===== src/rtl/instr_decode_stage_pkg.sv =====
// Shared decode definitions for the instruction decode stage: group codes,
// field positions, the decoded-bundle struct, pair functions and word decoder.
package pkg_instr_dec;

  localparam logic [2:0] GRP_UNKNOWN = 3'd0;
  localparam logic [2:0] GRP_1       = 3'd1;
  localparam logic [2:0] GRP_2       = 3'd2;
  localparam logic [2:0] GRP_3       = 3'd3;
  localparam logic [2:0] GRP_4       = 3'd4;
  localparam logic [2:0] GRP_5       = 3'd5;

  localparam int G1_OPC_LSB = 12;
  localparam int G1_RA_LSB  = 8;
  localparam int G2_OPC_LSB = 8;
  localparam int G2_RA_LSB  = 4;
  localparam int G2_RB_LSB  = 0;
  localparam int G3_OPC_LSB = 10;
  localparam int G3_RA_LSB  = 6;
  localparam int G3_RB_LSB  = 3;
  localparam int G3_RC_LSB  = 0;
  localparam int G4_OPC_LSB = 8;
  localparam int G5_OPC_LSB = 7;
  localparam int G5_RA_LSB  = 3;
  localparam int G5_RB_LSB  = 0;

  typedef struct packed {
    logic [2:0]  group;
    logic [5:0]  opcode;
    logic [3:0]  ra;
    logic [3:0]  rb;
    logic [3:0]  rc;
    logic        ra_pair;
    logic        rb_pair;
    logic [15:0] imm;
`ifdef INSTR_DEC_ILLEGAL_TRAP_EN
    logic        illegal;
`endif
  } dec_bundle_t;

  // Register pairs are selected by opcode patterns that differ per group.
  function automatic logic ra_is_pair(input logic [2:0] grp, input logic [5:0] opc);
    logic p;
    p = 1'b0;
    case (grp)
      GRP_2:   p = opc[5];
      GRP_3:   p = (opc[1:0] == 2'b11);
      GRP_5:   p = opc[2];
      default: p = 1'b0;
    endcase
    return p;
  endfunction

  function automatic logic rb_is_pair(input logic [2:0] grp, input logic [5:0] opc);
    logic p;
    p = 1'b0;
    case (grp)
      GRP_2:   p = opc[5];
      GRP_5:   p = (opc[2:0] == 3'b111);
      default: p = 1'b0;
    endcase
    return p;
  endfunction

  function automatic dec_bundle_t decode_word(input logic [15:0] w);
    dec_bundle_t d;
    d = '0;
    if (!w[15]) begin
      d.group  = GRP_1;
      d.opcode = 6'(w[G1_OPC_LSB +: 3]);
      d.ra     = w[G1_RA_LSB +: 4];
      d.imm    = 16'(w[7:0]);
    end else if (!w[14]) begin
      d.group  = GRP_2;
      d.opcode = w[G2_OPC_LSB +: 6];
      d.ra     = w[G2_RA_LSB +: 4];
      d.rb     = w[G2_RB_LSB +: 4];
    end else if (w[13:12] == 2'b00) begin
      d.group  = GRP_3;
      d.opcode = 6'(w[G3_OPC_LSB +: 2]);
      d.ra     = w[G3_RA_LSB +: 4];
      d.rb     = 4'(w[G3_RB_LSB +: 3]);
      d.rc     = 4'(w[G3_RC_LSB +: 3]);
    end else if (w[13:12] == 2'b01) begin
      d.group  = GRP_4;
      d.opcode = 6'(w[G4_OPC_LSB +: 4]);
      d.imm    = 16'(w[7:0]);
    end else if (w[13:10] == 4'b1000) begin
      d.group  = GRP_5;
      d.opcode = 6'(w[G5_OPC_LSB +: 3]);
      d.ra     = w[G5_RA_LSB +: 4];
      d.rb     = 4'(w[G5_RB_LSB +: 3]);
    end else begin
`ifdef INSTR_DEC_ILLEGAL_TRAP_EN
      d.illegal = 1'b1;
      d.imm     = w;
`endif
    end
    d.ra_pair = ra_is_pair(d.group, d.opcode);
    d.rb_pair = rb_is_pair(d.group, d.opcode);
    if (d.ra_pair) d.ra = d.ra >> 1;
    if (d.rb_pair) d.rb = d.rb >> 1;
    return d;
  endfunction

endpackage


===== src/rtl/instr_dec_fifo.sv =====
// Decoded-bundle output queue; full accepts a push when a pop happens in the
// same cycle, and the head reads as zero while empty.
module instr_dec_fifo
  import pkg_instr_dec::*;
#(
  parameter int  DEPTH = 2,
  parameter type T     = dec_bundle_t
) (
  input  logic clk,
  input  logic rst_n,
  input  logic flush,
  input  logic push,
  input  T     push_data,
  input  logic pop,
  output T     head,
  output logic not_empty,
  output logic full
);

  localparam int AW = (DEPTH > 1) ? $clog2(DEPTH) : 1;
  localparam int CW = $clog2(DEPTH + 1);

  T               mem [DEPTH];
  logic [AW-1:0]  wr_ptr;
  logic [AW-1:0]  rd_ptr;
  logic [CW-1:0]  count;
  logic           do_push;
  logic           do_pop;

  function automatic logic [AW-1:0] next_ptr(input logic [AW-1:0] p);
    return (p == AW'(DEPTH - 1)) ? '0 : p + 1'b1;
  endfunction

  assign not_empty = (count != '0);
  assign full      = (count == CW'(DEPTH));
  assign do_pop    = pop & not_empty;
  assign do_push   = push & (~full | do_pop);
  assign head      = not_empty ? mem[rd_ptr] : '0;

  always_ff @(posedge clk or negedge rst_n) begin
    if (!rst_n) begin
      wr_ptr <= '0;
      rd_ptr <= '0;
      count  <= '0;
    end else if (flush) begin
      wr_ptr <= '0;
      rd_ptr <= '0;
      count  <= '0;
    end else begin
      if (do_push) wr_ptr <= next_ptr(wr_ptr);
      if (do_pop)  rd_ptr <= next_ptr(rd_ptr);
      case ({do_push, do_pop})
        2'b10:   count <= count + 1'b1;
        2'b01:   count <= count - 1'b1;
        default: count <= count;
      endcase
    end
  end

  always_ff @(posedge clk) begin
    if (do_push && !flush) mem[wr_ptr] <= push_data;
  end

endmodule


===== src/rtl/instr_decode_stage.sv =====
// Instruction decode stage: decodes 16-bit words (two-word g5) into a bundle queue.
// Optional macro INSTR_DEC_ILLEGAL_TRAP_EN enqueues unknown words as illegal bundles.
module instr_decode_stage
  import pkg_instr_dec::*;
#(
  parameter int OUT_DEPTH = 2,
  parameter int IMM_WIDTH = 16
) (
  input  logic                 clk,
  input  logic                 rst_n,
  input  logic                 flush,
  input  logic                 in_valid,
  input  logic [15:0]          in_word,
  output logic                 in_ready,
  output logic                 dec_valid,
  input  logic                 dec_ready,
  output logic [2:0]           dec_group,
  output logic [5:0]           dec_opcode,
  output logic [3:0]           dec_ra_index,
  output logic [3:0]           dec_rb_index,
  output logic [3:0]           dec_rc_index,
  output logic                 dec_ra_pair,
  output logic                 dec_rb_pair,
`ifdef INSTR_DEC_ILLEGAL_TRAP_EN
  output logic                 dec_illegal,
`endif
  output logic [IMM_WIDTH-1:0] dec_imm
);

  localparam logic [0:0] ST_HI = 1'b0;
  localparam logic [0:0] ST_LO = 1'b1;

  logic [0:0]  state;
  logic        ready_en;
  dec_bundle_t hold;
  dec_bundle_t word_dec;
  dec_bundle_t push_data;
  dec_bundle_t head;
  logic        push;
  logic        pop;
  logic        full;
  logic        accept;

  assign word_dec = decode_word(in_word);
  assign pop      = dec_valid & dec_ready;
  assign in_ready = ready_en & ~flush & (~full | pop);
  assign accept   = in_valid & in_ready;

  // A g5 first word only parks its fields; the second word completes the bundle.
  always_comb begin
    push      = 1'b0;
    push_data = word_dec;
    if (accept) begin
      if (state == ST_LO) begin
        push          = 1'b1;
        push_data     = hold;
        push_data.imm = in_word;
      end else if (word_dec.group != GRP_5) begin
`ifdef INSTR_DEC_ILLEGAL_TRAP_EN
        push = 1'b1;
`else
        push = (word_dec.group != GRP_UNKNOWN);
`endif
      end
    end
  end

  always_ff @(posedge clk or negedge rst_n) begin
    if (!rst_n) begin
      state    <= ST_HI;
      ready_en <= 1'b0;
      hold     <= '0;
    end else begin
      ready_en <= 1'b1;
      if (flush) begin
        state <= ST_HI;
      end else if (accept) begin
        if (state == ST_HI && word_dec.group == GRP_5) begin
          hold  <= word_dec;
          state <= ST_LO;
        end else if (state == ST_LO) begin
          state <= ST_HI;
        end
      end
    end
  end

  instr_dec_fifo #(
    .DEPTH (OUT_DEPTH),
    .T     (dec_bundle_t)
  ) u_fifo (
    .clk       (clk),
    .rst_n     (rst_n),
    .flush     (flush),
    .push      (push),
    .push_data (push_data),
    .pop       (pop),
    .head      (head),
    .not_empty (dec_valid),
    .full      (full)
  );

  assign dec_group    = head.group;
  assign dec_opcode   = head.opcode;
  assign dec_ra_index = head.ra;
  assign dec_rb_index = head.rb;
  assign dec_rc_index = head.rc;
  assign dec_ra_pair  = head.ra_pair;
  assign dec_rb_pair  = head.rb_pair;
  assign dec_imm      = IMM_WIDTH'(head.imm);
`ifdef INSTR_DEC_ILLEGAL_TRAP_EN
  assign dec_illegal  = head.illegal;
`endif

endmodule


===== config.mk =====
export PLATFORM = sky130hd
export DESIGN_NAME = instr_decode_stage
export DESIGN_NICKNAME = d
export VERILOG_FILES = /design/src/rtl/instr_decode_stage_pkg.sv /design/src/rtl/instr_dec_fifo.sv /design/src/rtl/instr_decode_stage.sv
export SDC_FILE = /design/constraint.sdc
export NUM_CORES = 1
export LEC_CHECK = 0
export CAP_MARGIN = 20
export CORE_ASPECT_RATIO = 0.7
export CORE_UTILIZATION = 56
export DETAILED_ROUTE_END_ITERATION = 7
export PLACE_DENSITY = 0.81
export SETUP_SLACK_MARGIN = 0.15
export SLEW_MARGIN = 20
export SYNTH_ARGS = -nofsm -noshare
export SYNTH_HDL_FRONTEND = slang
export SYNTH_SLANG_ARGS = --single-unit

===== constraint.sdc =====
create_clock -name clk -period 6.6 [get_ports clk]
set_clock_uncertainty 0.15 [all_clocks]
set_input_delay 1.32 -clock clk [delete_from_list [all_inputs] [get_ports clk]]
set_output_delay 1.32 -clock clk [all_outputs]
set_load 0.005 [all_outputs]

After elaboration in Yosys (flattened, before gate mapping)
Memory sizes are Yosys's and may differ from the RTL's.
Cells that the tools add are included.
{"block": "word_totals", "register_bits": 29, "mem_bits_rw": 78, "inputBits": 21, "output_inout_bits": 41, "n_memories": 1}
{"memory": "u_fifo.mem", "words": 2, "width": 39, "read_ports": 1, "rd_clocked_by_memory_dff": 0, "write_ports": 1, "line": "instr_dec_fifo.sv:23", "source": "T mem [DEPTH];"}
{"block": "op_classes", "n_addsub": 4, "n_eq_ne": 11, "n_mux": 36, "bitwise_logic": 11, "reduce_logical": 11}
{"op": "2-to-1 mux 39 bit", "count": 3}
{"op": "2-to-1 mux 17 bit", "count": 3}
{"op": "2-to-1 mux 8 bit", "count": 5}
{"op": "2-to-1 mux 16 bit", "count": 1}
{"op": "2-to-1 mux 1 bit", "count": 14}
{"op": "2-to-1 mux 13 bit", "count": 1}
{"op": "2-to-1 mux 9 bit", "count": 1}
{"op": "2-to-1 mux 4 bit", "count": 2}
{"op": "nonzero test 2 bit", "count": 4}
{"op": "bitwise AND 1 bit", "count": 6}
{"op": "== test 2 bit (second input constant)", "count": 3}
{"op": "== test 3 x 2 -> 1 bit (second input constant)", "count": 2}
{"op": "== test 3 bit (second input constant)", "count": 2}
{"op": "2-to-1 mux 3 bit", "count": 2}
{"op": "nonzero test 3 bit", "count": 2}
{"op": "== test 2 x 1 -> 1 bit (second input constant)", "count": 2}
{"op": "== test 4 bit (second input constant)", "count": 1}
{"op": "one-hot mux 2 bit (2 select lines)", "count": 1}
{"op": "!= test 3 bit (second input constant)", "count": 1}
{"op": "NOT 1 bit", "count": 3}
{"op": "one-hot mux 1 bit (3 select lines)", "count": 1}
{"op": "AND reduction 3 bit", "count": 1}
{"op": "adder 1 bit (second input constant)", "count": 2}
{"op": "adder 2 x 1 -> 2 bit (second input constant)", "count": 1}
{"op": "7 further kinds", "count": 9}

Depth between registers and ports, before layout
{"block": "depth", "depth_word": 14, "mapped_depth": 8, "depth_no_buf": 7}

By module
A second synthesis with hierarchy kept.
{"block": "unflattened", "cells_unflattened": 417, "area_unflattened_um2": 4914.7}
{"mod": "instr_dec_fifo", "n_inst": 1, "cells_each": 191, "area_per_inst_um2": 3178.0, "seq_area_each_um2": 2442.3}
{"mod": "instr_decode_stage", "n_inst": 1, "cells_each": 226, "area_per_inst_um2": 1736.7, "seq_area_each_um2": 600.6}

Worst setup path before layout
OpenSTA, ideal clock, no wires.
{"block": "synth_timing", "path_type": "input-to-reg", "startpoint": "in in_word[13]", "endpoint": "mem u_fifo.mem[0][0] in the netlist's numbering (enable)", "arrival_ps": 3531, "path_slack_ps": 2485, "cell_stages": 4, "path_buffers": 2, "cell_sequence": "buf_2 -> buf_1 -> a21o_1 -> nor2_1"}
{"block": "synth_between", "elab_chain_cells": 14}
{"element": "start: declaration", "line": "instr_decode_stage.sv:13", "source": "input logic [15:0] in_word,"}
{"element": "== test 4 bit", "line": "instr_decode_stage_pkg.sv:87", "source": "end else if (w[13:10] == 4'b1000) begin"}
{"element": "2-to-1 mux 17 bit", "line": "instr_decode_stage_pkg.sv:87"}
{"element": "2-to-1 mux 9 bit", "line": "instr_decode_stage_pkg.sv:83", "source": "end else if (w[13:12] == 2'b01) begin"}
{"element": "2-to-1 mux 17 bit (*)", "line": "instr_decode_stage_pkg.sv:77", "source": "end else if (w[13:12] == 2'b00) begin"}
{"element": "2-to-1 mux 17 bit (*)", "line": "instr_decode_stage_pkg.sv:72", "source": "end else if (!w[14]) begin"}
{"element": "2-to-1 mux 13 bit (*)", "line": "instr_decode_stage_pkg.sv:67", "source": "if (!w[15]) begin"}
{"element": "!= test 3 bit or nonzero test 3 bit (tied branches)", "line": "instr_decode_stage.sv:58, instr_decode_stage.sv:62"}
{"element": "2-to-1 mux 1 bit (*)", "line": "instr_decode_stage.sv:58", "source": "end else if (word_dec.group != GRP_5) begin"}
{"element": "2-to-1 mux 1 bit (*)", "line": "instr_decode_stage.sv:54", "source": "if (state == ST_LO) begin"}
{"element": "2-to-1 mux 1 bit (*)", "line": "instr_decode_stage.sv:53", "source": "if (accept) begin"}
{"element": "bitwise AND 1 bit (*)", "line": "instr_dec_fifo.sv:37", "source": "assign do_push = push & (~full | do_pop);"}
{"element": "logical AND 1 bit (*)", "line": "instr_dec_fifo.sv:61", "source": "if (do_push && !flush) mem[wr_ptr] <= push_data;"}
{"element": "2-to-1 mux 1 bit (*)", "line": "instr_dec_fifo.sv:61"}
{"element": "2-to-1 mux 1 bit (implied by the code) (*)", "line": "instr_dec_fifo.sv:61"}
{"element": "end: declaration", "line": "instr_dec_fifo.sv:23"}
Every way passes the cells marked *; elsewhere a longest branch is shown, timed or not.

Worst setup path in the final report
{"block": "layout_timing", "startpoint": "in dec_ready", "endpoint": "out in_ready"}
{"block": "layout_between", "elab_chain_cells": 3}
{"element": "start: declaration", "line": "instr_decode_stage.sv:16", "source": "input logic dec_ready,"}
{"element": "bitwise AND 1 bit", "line": "instr_decode_stage.sv:45", "source": "assign pop = dec_valid & dec_ready;"}
{"element": "bitwise OR 1 bit", "line": "instr_decode_stage.sv:46", "source": "assign in_ready = ready_en & ~flush & (~full | pop);"}
{"element": "bitwise AND 1 bit", "line": "instr_decode_stage.sv:46"}
{"element": "end: declaration", "line": "instr_decode_stage.sv:14", "source": "output logic in_ready,"}
Every way passes these cells.

==> results_dict.tcl <==
set metrics [dict create \
    status "finished clean" \
    p_sw_uw 311.2 \
    ys_seq_elements 104 \
    dieArea_um2 9225 \
    avgSynthCellArea_um2 11.38 \
    first_pass_iters 5 \
    grt_max_degree 40 \
    synth_edf_count 76 \
    cts_buffer_depth 2 \
    internal_power_uw 1119 \
    synth-simple-area-share_pct 18.60 \
    yosysWarnings 0 \
    gr-usage-met1_pct 39.04 \
    routabilityCongestion 0.8890 \
    ant_nets 0 \
    p_leak_uw 0.002198 \
    fmax_ghz 0.2326 \
    synth.area.mux_share_pct 8.190 \
    synthAdderAreaFrac_pct 0 \
    r2r_setup_slack_ns 3.74 \
    startpoint_type "primary input" \
    final_cell_mix "76 x edfxtp_1, 64 x nor2_1, 60 x clkdlybuf4s50_1, 56 x nand2_1, 39 x mux2i_1" \
    synth_nets 456 \
    drive_gt1_share_pct 6.790 \
    numCtsBuffers 9 \
    synth_cell_types 58 \
    nets 502 \
    grt.overflow.total 0 \
    io_buffers 60 \
    cp_data_required_time_ns 5.13 \
    power_uw 1430 \
    cts.sinks 104 \
    async_flop_share_pct 26.92 \
    p_seq_share_pct 51.0 \
    grt-busiest-layer "met1" \
    rsz0062_at_grt "false" \
    grtUsageTotal_pct 26.08 \
    dp_hpwl_mm 7.202 \
    cp_data_arrival_time_ns 2.83 \
    worstSkewPairLatency_ns 0.34 \
    crit_type "in2out" \
    num_vias 3463 \
    row_count 28 \
    syn-cell-area_um2 4950 \
    p_sw_share_pct 21.76 \
    cts_tree "yes" \
    nFillCells 661 \
    wirelength_mm 11.02 \
    grt_pass1_wl_mm 17.54 \
    synth-compound-area-share_pct 8.923 \
    post_cts_resized 0 \
    pin_count 62 \
    wl_per_cell_um 18.18 \
    tns_ns 0 \
    core-area_um2 8513 \
    clockPowerShare_pct 39.8 \
    worst_pin_slew_ns 1.021 \
    final_common_cell "edfxtp_1" \
    via_per_inst 5.715 \
    ys_dominant_reg_cell "edfxtp_1" \
    fin_crit_sh_pct 65.13 \
    die_w_um 114.4 \
    hp-class "reg2reg" \
    htreeDepth 3 \
    antenna_cells 0 \
    postCtsSetupBuffers 0 \
    die_h_um 80.66 \
    antenna_found_initial 0 \
    min_period_ns 4.299 \
    synth_seq_area_share_pct 60.26 \
    syn_to_final_growth_pct 20.80 \
    grt_pass1_vias 3197 \
    use_met2_pct 38.73 \
    drv_cap 0 \
    p_per_area_nw_per_um2 239.2 \
    critPathMaxFanout 4 \
    synth_top_family_by_area "simple AND/OR/NAND/NOR gates" \
    p_comb_share_pct 9.2 \
    met3_usage_pct 5.811 \
    root_buffer "clkbuf_16" \
    worst_setup_path_end_kind "primary output" \
    synth_xor_area_share_pct 0.3539 \
    final_cell_area_um2 5979 \
    slew_viol_final 0 \
    slew_headroom_pct 31.76 \
    ctsHoldBuffers 0 \
    start_util_pct 58.14 \
    path_clk_slew_ns 0.07 \
    placement.cell_area_um2 5598 \
    hold_viol 0 \
    synth_cells 435 \
    setup_viol 0 \
    peakVddDrop_mv 0.1495 \
    drc 0 \
    drt_iter0_drc 272 \
]
[state kept, by name, indices dropped and copies added (netlist names)]
name / cells
ready_en: 1
u_fifo.wr_ptr: 1
state: 1
hold: 22
u_fifo.rd_ptr: 1
u_fifo.count: 2
u_fifo.mem: 76
[layer usage]
metal	vias up	routed length (µm)	part of all wire (%)
met4	0	129	1.2
li1	1638	-	-
met5	-	0	0
met2	143	4920	45
met3	15	794	7.2
met1	1667	5174	47
[through the flow]
| step | util [%] | hold slack [ns] | instances | setup slack [ns] |
|---|---|---|---|---|
| after floorplan | - | 0.2846 | 435 | 2.485 |
| after global placement | 65.76 | 0.3024 | 588 | 2.239 |
| after detailed placement | 65.76 | 0.3023 | 588 | 2.153 |
| after CTS | 69.56 | 0.3212 | 604 | 2.311 |
| after global routing | 70.24 | 0.3433 | 606 | 2.125 |
| final | 70.24 | 0.3209 | 606 | 2.301 |
[cell families after synthesis]
group / count (synthesis)
mux: 40
buf+inv: 39
compound gates: 65
flops: 104
simple gates: 183
xor+xnor: 2
other cells: 2
[worst max-delay path: stages]
cell,delay [ns]
clkdlybuf4s50_1,0.45
or3b_1,0.42
and3b_1,0.19
clkdlybuf4s50_1,0.44
[power by group through the flow]
| stage | registers, µW | clock network (µW) | logic [µW] |
|---|---|---|---|
| floorplan | 736 | 0 | 76.9 |
| global placement | 742 | 0 | 127 |
| detailed placement | 743 | 0 | 129 |
| CTS | 729 | 575 | 129 |
| global route | 730 | 601 | 144 |
| finish | 729 | 569 | 132 |
[cell type report]
| type | instances | area [µm²] | share of cell area [%] |
|---|---|---|---|
| Sequential cell | 104 | 2987 | 49.95 |
| Multi-Input combinational cell | 292 | 1810 | 30.28 |
| Timing Repair Buffer | 64 | 670.6 | 11.22 |
| Clock buffer | 11 | 242.7 | 4.059 |
| Tap cell | 120 | 150.1 | 2.511 |
| Clock inverter | 5 | 81.33 | 1.360 |
| Inverter | 10 | 37.54 | 0.6277 |
[path summary, 6_finish.rpt]
| path | endpoint | cells past startpoint | start |
|---|---|---|---|
| worst max-delay path | in_ready | 4 | dec_ready |
| worst min-delay path | hold[38] | 1 | hold[38] |
| worst max register to register | u_fifo.mem[0][6] | 5 | u_fifo.count[0] |
| worst min register to register | hold[38] | 1 | hold[38] |
| max in group asynchronous | u_fifo.rd_ptr | 2 | rst_n |
| min in group asynchronous | hold[31] | 2 | rst_n |
[cell usage after synthesis (6+ instances only)]
cell	number	area share (%)
nor2_1	67	5.1
inv_1	10	0.76
mux2i_1	39	7.9
dfrtp_1	28	14
and2_1	11	1.4
nand3_1	6	0.61
nand2_1	56	4.2
and3_1	9	1.1
clkbuf_1	13	0.99
o31ai_1	6	0.91
edfxtp_1	76	46
nor2b_1	10	1.3
o21ai_0	20	2.0
buf_2	7	0.71
(Power assumes the default switching activity.)
==> patch 1 (same flow settings) <==
Build with the macro `INSTR_DEC_ILLEGAL_TRAP_EN` defined.
--- a/src/rtl/instr_decode_stage_pkg.sv
+++ b/src/rtl/instr_decode_stage_pkg.sv
@@ -1,5 +1,7 @@
 // Shared decode definitions for the instruction decode stage: group codes,
 // field positions, the decoded-bundle struct, pair functions and word decoder.
+`define INSTR_DEC_ILLEGAL_TRAP_EN
+
 package pkg_instr_dec;
 
   localparam logic [2:0] GRP_UNKNOWN = 3'd0;
Formal check against the unedited RTL (old outputs only; new: dec_illegal): not equivalent (a bounded check fails within 4 cycles, from zero or initial values and one cycle with rst_n low).
==> patch 1 against the original RTL <==
  * Area after synthesis increased by 1.5%
  * Routed wire length increased by 3.2%
  * Via count increased by 1.8%
  * Count of clock-buffer cells in the layout decreased by 1
  * Total power decreased by 3.1%
  * Setup slack improved by 0.11 ns
  * Final area increased by 0.69%
  * Largest power group unchanged
  * Sequential cell count increased by 3
==> patch 1: results (changes against the original RTL) <==
Worst setup path
  – Crit path launch: in_word[15]
  – Data arrival time of the worst path: 4.20 ns (+1.37 ns)
  – FF-to-FF setup slack: 3.85 ns (+0.11 ns)
  – Worst Reg2Reg Path Length in Cells: 5 (unchanged)
  – Crit-path max FO: 24 (+20)
  – Worst r2r src: u_fifo.count[0]$_DFFE_PN0P_
  – Reg2reg end: u_fifo.mem[1][18]$_DFFE_PP_
  – Setup crit end: u_fifo.mem[0][24]$_DFFE_PP_
  – CP max stage delay: 1.00 ns (+0.55 ns)

Global routing
  – Number of global-route vias before repair: 3328 (+4.1%)
  – Grt met3 use: 5.52% (-0.29 points)
  – Total GRT Usage: 26.7% (+0.58 points)
  – Largest net degree at the start of global routing: 31 (-23%)
  – Met1 Track Usage GR: 38.3% (-0.79 points)
  – Initial antenna violation count: 0 (unchanged)
  – Wire length of the first global-routing pass: 18100 microns (+3.2%)
  – Met2 Usage GRT: 41.7% (+3.0 points)

Hold path
  – Worst Hold Path EP: hold[37]$_DFFE_PN0P_
  – Worst hold start: hold[37]$_DFFE_PN0P_

Logic synthesis
  – Yosys cell types: 52 (-10%)
  – Net Count, Synth: 455 (-0.22%)
  – Area contributors post-synth: edfxtp_1 (47%), dfrtp_1 (14%), mux2i_1 (8.0%)
  – Sequential fraction of the synthesis area: 61.0% (+0.78 points)
  – Mapped Cells: 434 (-0.23%)
  – Synth cell count leaders: edfxtp_1 (78), nor2_1 (71), mux2i_1 (40)
  – EDFF count, synth: 78 (+2.6%)
  – FFs w/ async S/R, synth: 27.1% (+0.18 points)

Placed design
  – Final GP Congestion: 0.951 (+7.0%)
  – Placed cells: 595 (+1.2%)
  – Port Buffers: 61 (+1.7%)
  – Hpwl dp: 7720 microns (+7.3%)
  – Placed inst area: 5740 sq um (+2.5%)
  – Worst slack at placement: 2.19 ns (+0.0384 ns)

Clock tree
  – Postcts setup bufs: 0 (unchanged)

Timing
  – Normalized max-slew margin: 41.3% (+9.5 points)
  – Worst hold slack: 0.330 ns (+0.00887 ns)
  – Final period util: 63.5% (-1.6 points)

Finish
  – Layout cells sized above 1: 7.74% (+0.95 points)
  – # fillers: 624 (-5.6%)
  – Layout Cells excl Fill: 611 (+0.83%)
  – Top flop regs: u_fifo.mem x78, hold x23, u_fifo.count x2
  – # diodes: 0 (unchanged)
  – Final nets: 507 (+1.0%)

Route
  – DRT Pass-1 Iters: 5 (unchanged)
  – WL met1: 5230 microns (+0.99%)
  – Metal2 WL: 5190 microns (+5.4%)
  – Routed wl met3: 807 microns (+1.6%)
  – Total routed wirelength: 11400 microns (+3.2%)
  – Via Count: 3527 (+1.8%)
  – DR iter-0 viols: 360 (+32%)

Run status
  – Outcome: complete, no violations

Power
  – Net Sw Frac: 23.3% (+1.5 points)
  – Peak supply drop: 152 uV (+1.7%)
  – Static Leak: 2.18 nW (-0.83%)

Run
  – Max Cap Viol: 0 (unchanged)
patch 1: cell type report:
cell class | instances | area [sq um] | area share [%]
timing repair buffer | 66 | 668 | 11.1
clock inverter | 6 | 46.3 | 0.769
sequential | 107 | 3070 | 51.0
tap | 120 | 150 | 2.49
clock buffer | 10 | 239 | 3.97
multi-input combinational | 298 | 1830 | 30.4
inverter | 4 | 15.0 | 0.249
patch 1: power groups by stage:
stage          sequential [mW]  combinational [mW]  clock [mW]
6_report                 0.748               0.127       0.511
5_1_grt                  0.749               0.139       0.541
4_1_cts                  0.747               0.126       0.519
3_5_place_dp             0.762               0.125           0
3_3_place_gp             0.761               0.120           0
2_1_floorplan            0.759              0.0717           0
patch 1: kinds of logic after synthesis:
family / after synthesis / share of synthesized area (%)
multiplexers: 44 / 8.86
buffers and inverters: 29 / 2.69
other: 2 / 0.149
XOR/XNOR: 2 / 0.349
flip-flops: 107 / 61.0
AO/OA/AOI/OAI: 73 / 9.81
AND/OR/NAND/NOR: 177 / 17.1
==> patch 2 (config.mk and constraints unchanged) <==
Without the edit above. Make the reset (`rst_n`) synchronous in 2 clocked blocks.
--- a/src/rtl/instr_dec_fifo.sv
+++ b/src/rtl/instr_dec_fifo.sv
@@ -37,7 +37,7 @@
   assign do_push   = push & (~full | do_pop);
   assign head      = not_empty ? mem[rd_ptr] : '0;
 
-  always_ff @(posedge clk or negedge rst_n) begin
+  always_ff @(posedge clk) begin
     if (!rst_n) begin
       wr_ptr <= '0;
       rd_ptr <= '0;
--- a/src/rtl/instr_decode_stage.sv
+++ b/src/rtl/instr_decode_stage.sv
@@ -65,7 +65,7 @@
     end
   end
 
-  always_ff @(posedge clk or negedge rst_n) begin
+  always_ff @(posedge clk) begin
     if (!rst_n) begin
       state    <= ST_HI;
       ready_en <= 1'b0;
Check against the original RTL: differs if rst_n is asserted again (counterexample within 4 cycles, from zero or initial values and one cycle with rst_n low); with rst_n held inactive, the same outputs for 4 cycles.
==> patch 2 against the original RTL <==
  * The run now ends with DRC left
  * Global-route usage decreased by 0.78 points
  * Setup slack improved by 0.22 ns
  * Core utilization increased by 1.9 points
  * Critical path type unchanged
  * Total power decreased by 0.84%
  * Critical endpoint unchanged
  * Routed wire length decreased by 6.3%
  * Die area decreased by 4.0%
  * Synthesized cell count decreased by 3.9%
  * Area after synthesis decreased by 4.1%
  * Final cell count decreased by 5.0%
  * Register-to-register slack improved by 0.33 ns
  * Clock power increased by 6.3%
  * Final area decreased by 3.0%
  * Sequential cell count increased by 1
  * Count of clock-buffer cells in the layout decreased by 2
==> patch 2: results (changes against the original RTL) <==
Global routing
  – Grt met3 use: 5.11% (-0.70 points)
  – Wire length of the first global-routing pass: 16800 microns (-4.1%)
  – Largest net degree at the start of global routing: 39 (-2.5%)
  – Total GRT Usage: 25.3% (-0.78 points)
  – Number of global-route vias before repair: 3223 (+0.81%)
  – Initial antenna violation count: 0 (unchanged)
  – Met1 Track Usage GR: 34.3% (-4.7 points)
  – Met2 Usage GRT: 41.4% (+2.7 points)

Power
  – Peak supply drop: 159 uV (+6.2%)
  – Static Leak: 2.03 nW (-7.6%)
  – Net Sw Frac: 20.6% (-1.1 points)

Worst setup path
  – Worst Reg2Reg Path Length in Cells: 5 (unchanged)
  – Worst r2r src: u_fifo.count[0]$_SDFFE_PP0P_
  – Reg2reg end: u_fifo.mem[0][22]$_DFFE_PP_
  – FF-to-FF setup slack: 4.07 ns (+0.33 ns)
  – Slowest stage cell, crit path: clkdlybuf4s50_1
  – Crit-path max FO: 2 (-2)
  – Setup crit end: in_ready
  – CP max stage delay: 0.54 ns (+0.09 ns)
  – Data arrival time of the worst path: 2.61 ns (-0.22 ns)
  – Crit path launch: flush
  – Delay-heaviest family, CP: buffers and inverters

Run status
  – Failing checks: DRC
  – Outcome: complete, but fails checks

Placed design
  – Port Buffers: 60 (unchanged)
  – Placed cells: 559 (-4.9%)
  – Worst slack at placement: 2.37 ns (+0.212 ns)
  – Hpwl dp: 7100 microns (-1.4%)
  – Final GP Congestion: 0.950 (+6.9%)

Route
  – DR iter-0 viols: 323 (+19%)
  – Via Count: 3328 (-3.9%)
  – Post-route DRC: 2 (+2)
  – WL per Instance: 17.9 microns (-1.4%)
  – DRT Pass-1 Iters: 8 (+3)

Clock tree
  – CTS clk-pin slew, worst paths: 0.07 ns (about the same)
  – Post-CTS Resized: 0 (unchanged)
  – Num CTS Buffers: 9 (unchanged)
  – Postcts setup bufs: 0 (unchanged)
  – Root Driver: clkbuf_16
  – Insertion delay of the later-clocked pin in the worst-skew pair: 0.35 ns

Hold path
  – Worst Hold Class: flip-flop to flip-flop

Logic synthesis
  – Most used DFF post-synth: edfxtp_1
  – Sequential fraction of the synthesis area: 60.3% (about the same)
  – Warnings from Yosys: 0 (unchanged)
  – Yosys cell types: 53 (-8.6%)
  – FFs w/ async S/R, synth: 0% (-27 points)
  – EDFF count, synth: 76 (unchanged)
  – Synth cell count leaders: edfxtp_1 (76), nor2_1 (62), mux2i_1 (41)
  – Net Count, Synth: 440 (-3.5%)
  – Synth Area per Inst: 11.4 sq um (-0.17%)
  – Area contributors post-synth: edfxtp_1 (48%), dfxtp_1 (12%), mux2i_1 (8.6%)

Finish
  – Final nets: 492 (-2.0%)
  – Layout cells sized above 1: 6.95% (+0.16 points)
  – Layout Cells excl Fill: 576 (-5.0%)
  – # fillers: 562 (-15%)

Timing
  – Normalized max-slew margin: 35.3% (+3.5 points)
  – Worst Slack Setup Final: 2.52 ns (+0.224 ns)
[patch 2: cell types whose count changed after synthesis, sizes merged, moves of 9 or more]
cell	delta
nand2	-16
nand3	+9
dfrtp	-28
a21oi	+10
dfxtp	+29
[patch 2: worst reg2reg max path, delay by kind of cell, from the launching register on]
| family | cells | cell delay, ns |
|---|---|---|
| DFF | 1 | 0.43 |
| AOI/OAI and AO/OA | 2 | 0.70 |
| and+or+nand+nor | 3 | 0.99 |
[patch 2: power groups by stage]
stage          clock (mW)  combinational, mW  sequential (mW)
3_3_place_gp            0             0.0928            0.730
2_1_floorplan           0             0.0550            0.730
4_1_cts             0.610             0.0965            0.716
5_1_grt             0.633              0.106            0.716
6_report            0.605             0.0972            0.716
3_5_place_dp            0             0.0961            0.730
[patch 2: worst min-delay path by stage]
stage / startpoint / endpoint / slack [ns] / cells after the start
detailed placement: hold[38]$_SDFFE_PN0P_ / hold[38]$_SDFFE_PN0P_ / 0.31 / 1
global placement: hold[16]$_SDFFE_PN0P_ / hold[16]$_SDFFE_PN0P_ / 0.29 / 2
global route: hold[38]$_SDFFE_PN0P_ / hold[38]$_SDFFE_PN0P_ / 0.34 / 1
finish: hold[23]$_SDFFE_PN0P_ / hold[23]$_SDFFE_PN0P_ / 0.32 / 2
floorplan: hold[16]$_SDFFE_PN0P_ / hold[16]$_SDFFE_PN0P_ / 0.28 / 2
CTS: hold[38]$_SDFFE_PN0P_ / hold[38]$_SDFFE_PN0P_ / 0.32 / 1
[patch 2: logic make-up after synthesis]
kind of cell / share of synthesized area [%]
other: 0.0790
XOR/XNOR: 0.738
adder cells (fa/ha/maj): 0.263
buffers and inverters: 2.90
multiplexers: 8.64
AND/OR/NAND/NOR: 17.7
flip-flops: 60.3
AO/OA/AOI/OAI: 9.35
[patch 2: area by class of cell]
cell class / instances / share of cell area (%)
Tap cell: 101 / 2.18
Timing Repair Buffer: 65 / 11.8
Multi-Input combinational cell: 283 / 30.4
Clock inverter: 7 / 2.03
Sequential cell: 105 / 49.4
Clock buffer: 9 / 3.88
Inverter: 6 / 0.388
[patch 2: layer usage]
layer | share of wire (%) | vias to the layer above
li1 | - | 1617
met1 | 46 | 1574
met2 | 47 | 123
met3 | 5.9 | 14
met4 | 1.5 | 0
met5 | 0 | -
[patch 2: per-stage QoR]
step	hold WS, ns	area [sq um]	utilization [%]
floorplan	0.281	4750	-
global placement	0.289	5390	67.1
detailed placement	0.306	5450	67.8
CTS	0.321	5790	72.0
global route	0.338	5800	72.2
finish	0.320	5800	72.2
